==> config.mk <==
export PLATFORM = sky130hd
export DESIGN_NAME = stage_wb_flat
export DESIGN_NICKNAME = d
export VERILOG_FILES = /design/src/rtl/stage_wb_if.sv /design/src/rtl/stage_wb.sv /design/src/flat_wrapper.sv
export SDC_FILE = /design/constraint.sdc
export NUM_CORES = 1
export LEC_CHECK = 0
export ABC_AREA = 1
export BUFFER_PORTS_ARGS = -buffer_cell sky130_fd_sc_hd__buf_2
export CORE_MARGIN = 4
export CORE_UTILIZATION = 35
export CTS_BUF_LIST = sky130_fd_sc_hd__clkbuf_2 sky130_fd_sc_hd__clkbuf_4 sky130_fd_sc_hd__clkbuf_8
export DETAILED_ROUTE_END_ITERATION = 8
export MAX_ROUTING_LAYER = met4
export PLACE_DENSITY_LB_ADDON = 0.12
export SYNTH_ARGS = -nofsm -noshare
export SYNTH_HDL_FRONTEND = slang
export SYNTH_SLANG_ARGS = --single-unit
==> constraint.sdc <==
create_clock -name clk -period 1.9 [get_ports clk]
set_input_delay 0.095 -clock clk [delete_from_list [all_inputs] [get_ports clk]]
set_output_delay 0.095 -clock clk [all_outputs]
set_load 0.01 [all_outputs]
==> src/rtl/stage_wb_if.sv <==
`default_nettype none
// ============================================================================
// Module      : stage_wb_if
// Description : MEM->WB handshake bundle plus WB-side result outputs
//               (register-file port, forwarding source, architectural state).
// Revision    : 1.0  initial release
// ============================================================================
interface stage_wb_if #(
  parameter int WORD_SIZE  = 16,
  parameter int REG_ADDR_W = 2
);
  // Pipeline control and MEM stage outputs
  logic                  freeze;
  logic                  bubble;
  logic                  in_valid;
  logic [WORD_SIZE-1:0]  in_alu_result;
  logic [WORD_SIZE-1:0]  in_read_data;
  logic                  in_mem_to_reg;
  logic                  in_reg_write;
  logic [REG_ADDR_W-1:0] in_dest;
  logic                  in_is_wwd;
  logic                  in_is_halt;

  // Write-back results
  logic                  rf_write;
  logic [REG_ADDR_W-1:0] rf_addr;
  logic [WORD_SIZE-1:0]  rf_data;
  logic                  fwd_valid;
  logic [REG_ADDR_W-1:0] fwd_addr;
  logic [WORD_SIZE-1:0]  fwd_data;
  logic [WORD_SIZE-1:0]  output_port;
  logic                  is_halted;
  logic [WORD_SIZE-1:0]  num_inst;

  modport master (
    output freeze, bubble, in_valid, in_alu_result, in_read_data,
           in_mem_to_reg, in_reg_write, in_dest, in_is_wwd, in_is_halt,
    input  rf_write, rf_addr, rf_data, fwd_valid, fwd_addr, fwd_data,
           output_port, is_halted, num_inst
  );

  modport slave (
    input  freeze, bubble, in_valid, in_alu_result, in_read_data,
           in_mem_to_reg, in_reg_write, in_dest, in_is_wwd, in_is_halt,
    output rf_write, rf_addr, rf_data, fwd_valid, fwd_addr, fwd_data,
           output_port, is_halted, num_inst
  );
endinterface
`default_nettype wire

==> src/rtl/stage_wb.sv <==
`default_nettype none
// ============================================================================
// Module      : stage_wb
// Description : Write-back stage: MEM/WB register, write-back mux, register
//               file / forwarding drive, WWD port, HLT latch, retired count.
//               Optional macro WB_INST_COUNT_EN enables the num_inst counter.
// Revision    : 1.0  initial release
// ============================================================================
module stage_wb #(
  parameter int WORD_SIZE  = 16,
  parameter int REG_ADDR_W = 2
) (
  input  logic           clk,
  input  logic           reset_n,
  stage_wb_if.slave      wb
);

  // MEM/WB pipeline register
  logic                  wb_valid_q,   wb_valid_d;
  logic [WORD_SIZE-1:0]  alu_q,        alu_d;
  logic [WORD_SIZE-1:0]  rdata_q,      rdata_d;
  logic                  mem_to_reg_q, mem_to_reg_d;
  logic                  reg_write_q,  reg_write_d;
  logic [REG_ADDR_W-1:0] dest_q,       dest_d;
  logic                  is_wwd_q,     is_wwd_d;
  logic                  is_halt_q,    is_halt_d;
  logic                  done_q,       done_d;

  // Architectural side-effect state
  logic [WORD_SIZE-1:0]  output_port_q, output_port_d;
  logic                  halted_q,      halted_d;

  logic [WORD_SIZE-1:0]  wb_value;
  logic                  capture;
  logic                  squash;

  assign squash  = halted_q | wb.bubble;
  assign capture = !squash && !wb.freeze;

  always_comb begin
    wb_valid_d   = wb_valid_q;
    alu_d        = alu_q;
    rdata_d      = rdata_q;
    mem_to_reg_d = mem_to_reg_q;
    reg_write_d  = reg_write_q;
    dest_d       = dest_q;
    is_wwd_d     = is_wwd_q;
    is_halt_d    = is_halt_q;
    done_d       = done_q;

    if (squash) begin
      wb_valid_d   = 1'b0;
      alu_d        = '0;
      rdata_d      = '0;
      mem_to_reg_d = 1'b0;
      reg_write_d  = 1'b0;
      dest_d       = '0;
      is_wwd_d     = 1'b0;
      is_halt_d    = 1'b0;
      done_d       = 1'b0;
    end else if (wb.freeze) begin
      // Entry has had its one write opportunity; suppress repeats while held.
      done_d       = done_q | wb_valid_q;
    end else begin
      wb_valid_d   = wb.in_valid;
      alu_d        = wb.in_alu_result;
      rdata_d      = wb.in_read_data;
      mem_to_reg_d = wb.in_mem_to_reg;
      reg_write_d  = wb.in_reg_write;
      dest_d       = wb.in_dest;
      is_wwd_d     = wb.in_is_wwd;
      is_halt_d    = wb.in_is_halt;
      done_d       = 1'b0;
    end
  end

  always_comb begin
    output_port_d = output_port_q;
    if (wb_valid_q && is_wwd_q && !done_q && !halted_q) begin
      output_port_d = alu_q;
    end
    halted_d = halted_q | (wb_valid_q & is_halt_q);
  end

  always_ff @(posedge clk) begin
    if (reset_n) begin
      wb_valid_q    <= 1'b0;
      alu_q         <= '0;
      rdata_q       <= '0;
      mem_to_reg_q  <= 1'b0;
      reg_write_q   <= 1'b0;
      dest_q        <= '0;
      is_wwd_q      <= 1'b0;
      is_halt_q     <= 1'b0;
      done_q        <= 1'b0;
      output_port_q <= '0;
      halted_q      <= 1'b0;
    end else begin
      wb_valid_q    <= wb_valid_d;
      alu_q         <= alu_d;
      rdata_q       <= rdata_d;
      mem_to_reg_q  <= mem_to_reg_d;
      reg_write_q   <= reg_write_d;
      dest_q        <= dest_d;
      is_wwd_q      <= is_wwd_d;
      is_halt_q     <= is_halt_d;
      done_q        <= done_d;
      output_port_q <= output_port_d;
      halted_q      <= halted_d;
    end
  end

  assign wb_value = mem_to_reg_q ? rdata_q : alu_q;

  assign wb.rf_write    = wb_valid_q & reg_write_q & !done_q & !halted_q;
  assign wb.rf_addr     = dest_q;
  assign wb.rf_data     = wb_value;
  // A frozen entry remains the youngest producer, so it stays forwardable.
  assign wb.fwd_valid   = wb_valid_q & reg_write_q;
  assign wb.fwd_addr    = dest_q;
  assign wb.fwd_data    = wb_value;
  assign wb.output_port = output_port_q;
  assign wb.is_halted   = halted_q;

`ifdef WB_INST_COUNT_EN
  logic [WORD_SIZE-1:0] num_inst_q, num_inst_d;

  always_comb begin
    num_inst_d = num_inst_q;
    if (capture && wb.in_valid) begin
      num_inst_d = num_inst_q + WORD_SIZE'(1);
    end
  end

  always_ff @(posedge clk) begin
    if (reset_n) begin
      num_inst_q <= '0;
    end else begin
      num_inst_q <= num_inst_d;
    end
  end

  assign wb.num_inst = num_inst_q;
`else
  logic unused_capture;
  assign unused_capture = capture;
  assign wb.num_inst    = '0;
`endif

endmodule
`default_nettype wire

==> src/flat_wrapper.sv <==
// flat-port wrapper written by rule: the top's interface ports become plain ports
module stage_wb_flat 
#(
  parameter int WORD_SIZE  = 16,
  parameter int REG_ADDR_W = 2
)
  (clk, reset_n, wb_freeze, wb_bubble, wb_in_valid, wb_in_alu_result, wb_in_read_data, wb_in_mem_to_reg, wb_in_reg_write, wb_in_dest, wb_in_is_wwd, wb_in_is_halt, wb_rf_write, wb_rf_addr, wb_rf_data, wb_fwd_valid, wb_fwd_addr, wb_fwd_data, wb_output_port, wb_is_halted, wb_num_inst);
  stage_wb_if #(.WORD_SIZE(WORD_SIZE), .REG_ADDR_W(REG_ADDR_W)) wb_i ();
  input  logic clk;
  input  logic reset_n;
  input wire logic [$bits(wb_i.freeze)-1:0] wb_freeze;
  input wire logic [$bits(wb_i.bubble)-1:0] wb_bubble;
  input wire logic [$bits(wb_i.in_valid)-1:0] wb_in_valid;
  input wire logic [$bits(wb_i.in_alu_result)-1:0] wb_in_alu_result;
  input wire logic [$bits(wb_i.in_read_data)-1:0] wb_in_read_data;
  input wire logic [$bits(wb_i.in_mem_to_reg)-1:0] wb_in_mem_to_reg;
  input wire logic [$bits(wb_i.in_reg_write)-1:0] wb_in_reg_write;
  input wire logic [$bits(wb_i.in_dest)-1:0] wb_in_dest;
  input wire logic [$bits(wb_i.in_is_wwd)-1:0] wb_in_is_wwd;
  input wire logic [$bits(wb_i.in_is_halt)-1:0] wb_in_is_halt;
  output wire logic [$bits(wb_i.rf_write)-1:0] wb_rf_write;
  output wire logic [$bits(wb_i.rf_addr)-1:0] wb_rf_addr;
  output wire logic [$bits(wb_i.rf_data)-1:0] wb_rf_data;
  output wire logic [$bits(wb_i.fwd_valid)-1:0] wb_fwd_valid;
  output wire logic [$bits(wb_i.fwd_addr)-1:0] wb_fwd_addr;
  output wire logic [$bits(wb_i.fwd_data)-1:0] wb_fwd_data;
  output wire logic [$bits(wb_i.output_port)-1:0] wb_output_port;
  output wire logic [$bits(wb_i.is_halted)-1:0] wb_is_halted;
  output wire logic [$bits(wb_i.num_inst)-1:0] wb_num_inst;
  assign wb_i.freeze = wb_freeze;
  assign wb_i.bubble = wb_bubble;
  assign wb_i.in_valid = wb_in_valid;
  assign wb_i.in_alu_result = wb_in_alu_result;
  assign wb_i.in_read_data = wb_in_read_data;
  assign wb_i.in_mem_to_reg = wb_in_mem_to_reg;
  assign wb_i.in_reg_write = wb_in_reg_write;
  assign wb_i.in_dest = wb_in_dest;
  assign wb_i.in_is_wwd = wb_in_is_wwd;
  assign wb_i.in_is_halt = wb_in_is_halt;
  assign wb_rf_write = wb_i.rf_write;
  assign wb_rf_addr = wb_i.rf_addr;
  assign wb_rf_data = wb_i.rf_data;
  assign wb_fwd_valid = wb_i.fwd_valid;
  assign wb_fwd_addr = wb_i.fwd_addr;
  assign wb_fwd_data = wb_i.fwd_data;
  assign wb_output_port = wb_i.output_port;
  assign wb_is_halted = wb_i.is_halted;
  assign wb_num_inst = wb_i.num_inst;
  stage_wb #(.WORD_SIZE(WORD_SIZE), .REG_ADDR_W(REG_ADDR_W)) u_core (.clk(clk), .reset_n(reset_n), .wb(wb_i));
endmodule
==> reports/metrics.cfg <==
[detailed_routing]
vias = 2411
first_pass_iters = 4
antenna_left = 0
first_iter_violations = 88
drcViolationCount = 0
wl_um = 6760
wl_per_cell_um = 12.3
viasPerCell = 4.38

[global_route]
antenna_found_initial = 0
grtUsageTotal = 0.161
grt_max_degree = 41
grt-ovfl-total = 0
grt_pass1_wl_um = 10700
gr-usage-met1 = 0.213
grt_use_met2 = 0.235
busiest_layer = met2
grt_use_met3 = 0.0319
grt_pass1_vias = 2217

[setup_path]
crit_required_ns = 1.80
crit_chain = buf_4, nand2_1, o21ai_0, buf_2
worstSetupEndpointType = primary output
slowest_stage = dfxtp_1
r2r_start = u_core.wb_valid_q$_SDFFE_PP0N_
cp-start-kind = flop
crit_type = reg -> out
crit_fanout = 33
cpPeakStageDelay_ns = 0.31
worstPathArrival_ns = 1.37
startpoint = u_core.mem_to_reg_q$_SDFFE_PP0N_

[clock_network]
cts.clk_slew.worst_paths_ns = 0.07
cts_buffers = 9
cts_tree = done
cts.sinks = 57
cts_setup_buffers = 0
clk_path_buf_depth = 2
cts-htree-levels = 3
cts-root-buf = clkbuf_8
clk-insertion-delay-late_ns = 0.33

[yosys]
syn_inst = 359
syn_area_um2 = 2640
synthTopCellsByCount = nand2_1, dfxtp_1, a21oi_1
yosysSeqAreaShare = 0.433
synth.most_common_cell = nand2_1
synthArstFlopShare = 0
synth_ff_type = dfxtp_1
netlist.area_leader.share = 0.433
synth-seq-cells = 57
synth_area_leaders = dfxtp_1, nand2_1, buf_4
avgSynthCellArea_um2 = 7.34
synth_edf_count = 0
synth_warnings = 0
ys_types = 18
netlist.top_cell.by_area = dfxtp_1

[pwr]
ir_drop_mv = 0.342
p_per_area_nw_per_um2 = 792
total_power_uw = 2610
power_leakage_uw = 0.00152

[layout]
multiInputGateArea_um2 = 1050
diodes = 0
layout.cells.non_filler = 551
area.growth.synth_to_final_pct = 25.3
fin_nets = 490
regArea_um2 = 1140
final_area_um2 = 3300
drive_above_1_share = 0.290
fillCellCount = 798

[place]
routabilityCongestion = 0.796
port-buffer-count = 97
place_area_um2 = 2930
dp_hpwl_um = 4620
placedCellCount = 517

[die]
start_util = 0.361
core_um2 = 7290
num_rows = 31
die-area_um2 = 8980
die_w_um = 94.8
pin_count = 114
die_h_um = 94.8

[sta]
tns_ns = 0
hold_violations = 0
rsz0062_at_grt = no
fmax_ghz = 0.684
setup_viol = 0
fin_crit_sh = 0.769
fin_worst_skew_ns = 0.00974
worstMarginPinSlew_ns = 0.531
post-route-min-period_ns = 1.46
hold_slack_ns = 0.0183
max_slew_margin = 0.646
finalMaxSlewViolations = 0

[min_path]
hold_class = in -> reg
min_from = wb_in_read_data[7]

[run]
cap_violations = 0

[run_status]
outcome = complete, no violations

-- metal layers --
| layer | wire length, um | vias to the layer above | share of wire |
|---|---|---|---|
| met3 | 398 | 2 | 0.059 |
| met1 | 3260 | 1077 | 0.48 |
| met4 | 35 | 0 | 0.0052 |
| li1 | - | 1256 | - |
| met5 | 0 | - | 0 |
| met2 | 3060 | 76 | 0.45 |
-- per-stage QoR --
stage	setup slack, ns	utilization
6_report	0.438	0.453
5_1_grt	0.324	0.453
4_1_cts	0.394	0.453
3_5_place_dp	0.525	0.401
3_3_place_gp	0.552	0.401
2_1_floorplan	0.770	-
-- worst max-delay path, delay by kind of cell, from the launching register on --
family / cells / cell delay, ns
buffers and inverters: 2 / 0.47
DFF: 1 / 0.31
AOI/OAI and AO/OA: 1 / 0.13
and+or+nand+nor: 1 / 0.12
-- logic make-up (layout without fill, tap and decap cells) --
family                 after synthesis  count (layout)  share of synthesized area
DFF                                 57              57                      0.433
buffers and inverters               78             156                      0.190
AOI/OAI and AO/OA                   73              73                      0.153
other                                1              16                    0.00142
and+or+nand+nor                    150             150                      0.223
-- flip-flops by register name, summed over array words and instances, names as in the netlist --
| signal | flops |
|---|---|
| u_core.wb_valid_q | 1 |
| u_core.mem_to_reg_q | 1 |
| u_core.is_halt_q | 1 |
| u_core.wb.fwd_addr | 2 |
| u_core.wb.is_halted | 1 |
| u_core.rdata_q | 16 |
| u_core.wb.output_port | 16 |
| u_core.is_wwd_q | 1 |
| u_core.reg_write_q | 1 |
| u_core.alu_q | 16 |
| u_core.done_q | 1 |
-- final cells by class --
type	instances	share of cell area
clock buffers	9	0.0375
clock inverters	7	0.0216
inverters	21	0.0243
multi-input cells	239	0.319
flip-flops and latches	57	0.346
well taps	99	0.0375
repair buffers	119	0.215
-- layout by cell type, fill, tap and decap left out --
| master | instances |
|---|---|
| nand2_1 | 113 |
| buf_2 | 97 |
| dfxtp_1 | 57 |
| a21oi_1 | 46 |
| inv_1 | 19 |
| nor2_1 | 18 |
| dlygate4sd3_1 | 18 |
| o21ai_0 | 17 |
| nand3_1 | 16 |
| conb_1 | 16 |
| a21oi_2 | 10 |
| clkbuf_8 | 9 |
| clkinv_2 | 3 |
| clkinvlp_4 | 3 |
| buf_4 | 3 |
| nor3_1 | 1 |
| nand2_2 | 1 |
| inv_2 | 1 |
| nor2_2 | 1 |
| clkinv_4 | 1 |
| bufinv_16 | 1 |
| buf_12 | 1 |
-- where the power goes --
| group | switching [uW] | internal, uW | total, uW |
|---|---|---|---|
| Combinational | 155 | 112 | 267 |
| Clock | 507 | 602 | 1110 |
| Sequential | 14.8 | 1220 | 1240 |
-- what timing repair did --
item	CTS	global route
hold buffers	18	0
gates resized for setup	0	0
endpoints found under the hold margin	18	0
-- worst paths after layout --
check / endpoint / slack [ns] / cells after the start
worst max-delay path: wb_rf_data[7] / 0.44 / 4
worst min-delay path: u_core.rdata_q[7]$_SDFFE_PP0N_ / 0.02 / 3
worst max register to register: u_core.wb.output_port[3]$_SDFFE_PP0P_ / 0.61 / 5
worst min register to register: u_core.alu_q[1]$_SDFFE_PP0N_ / 0.46 / 2
No activity file was read; power rests on OpenSTA's default activity.
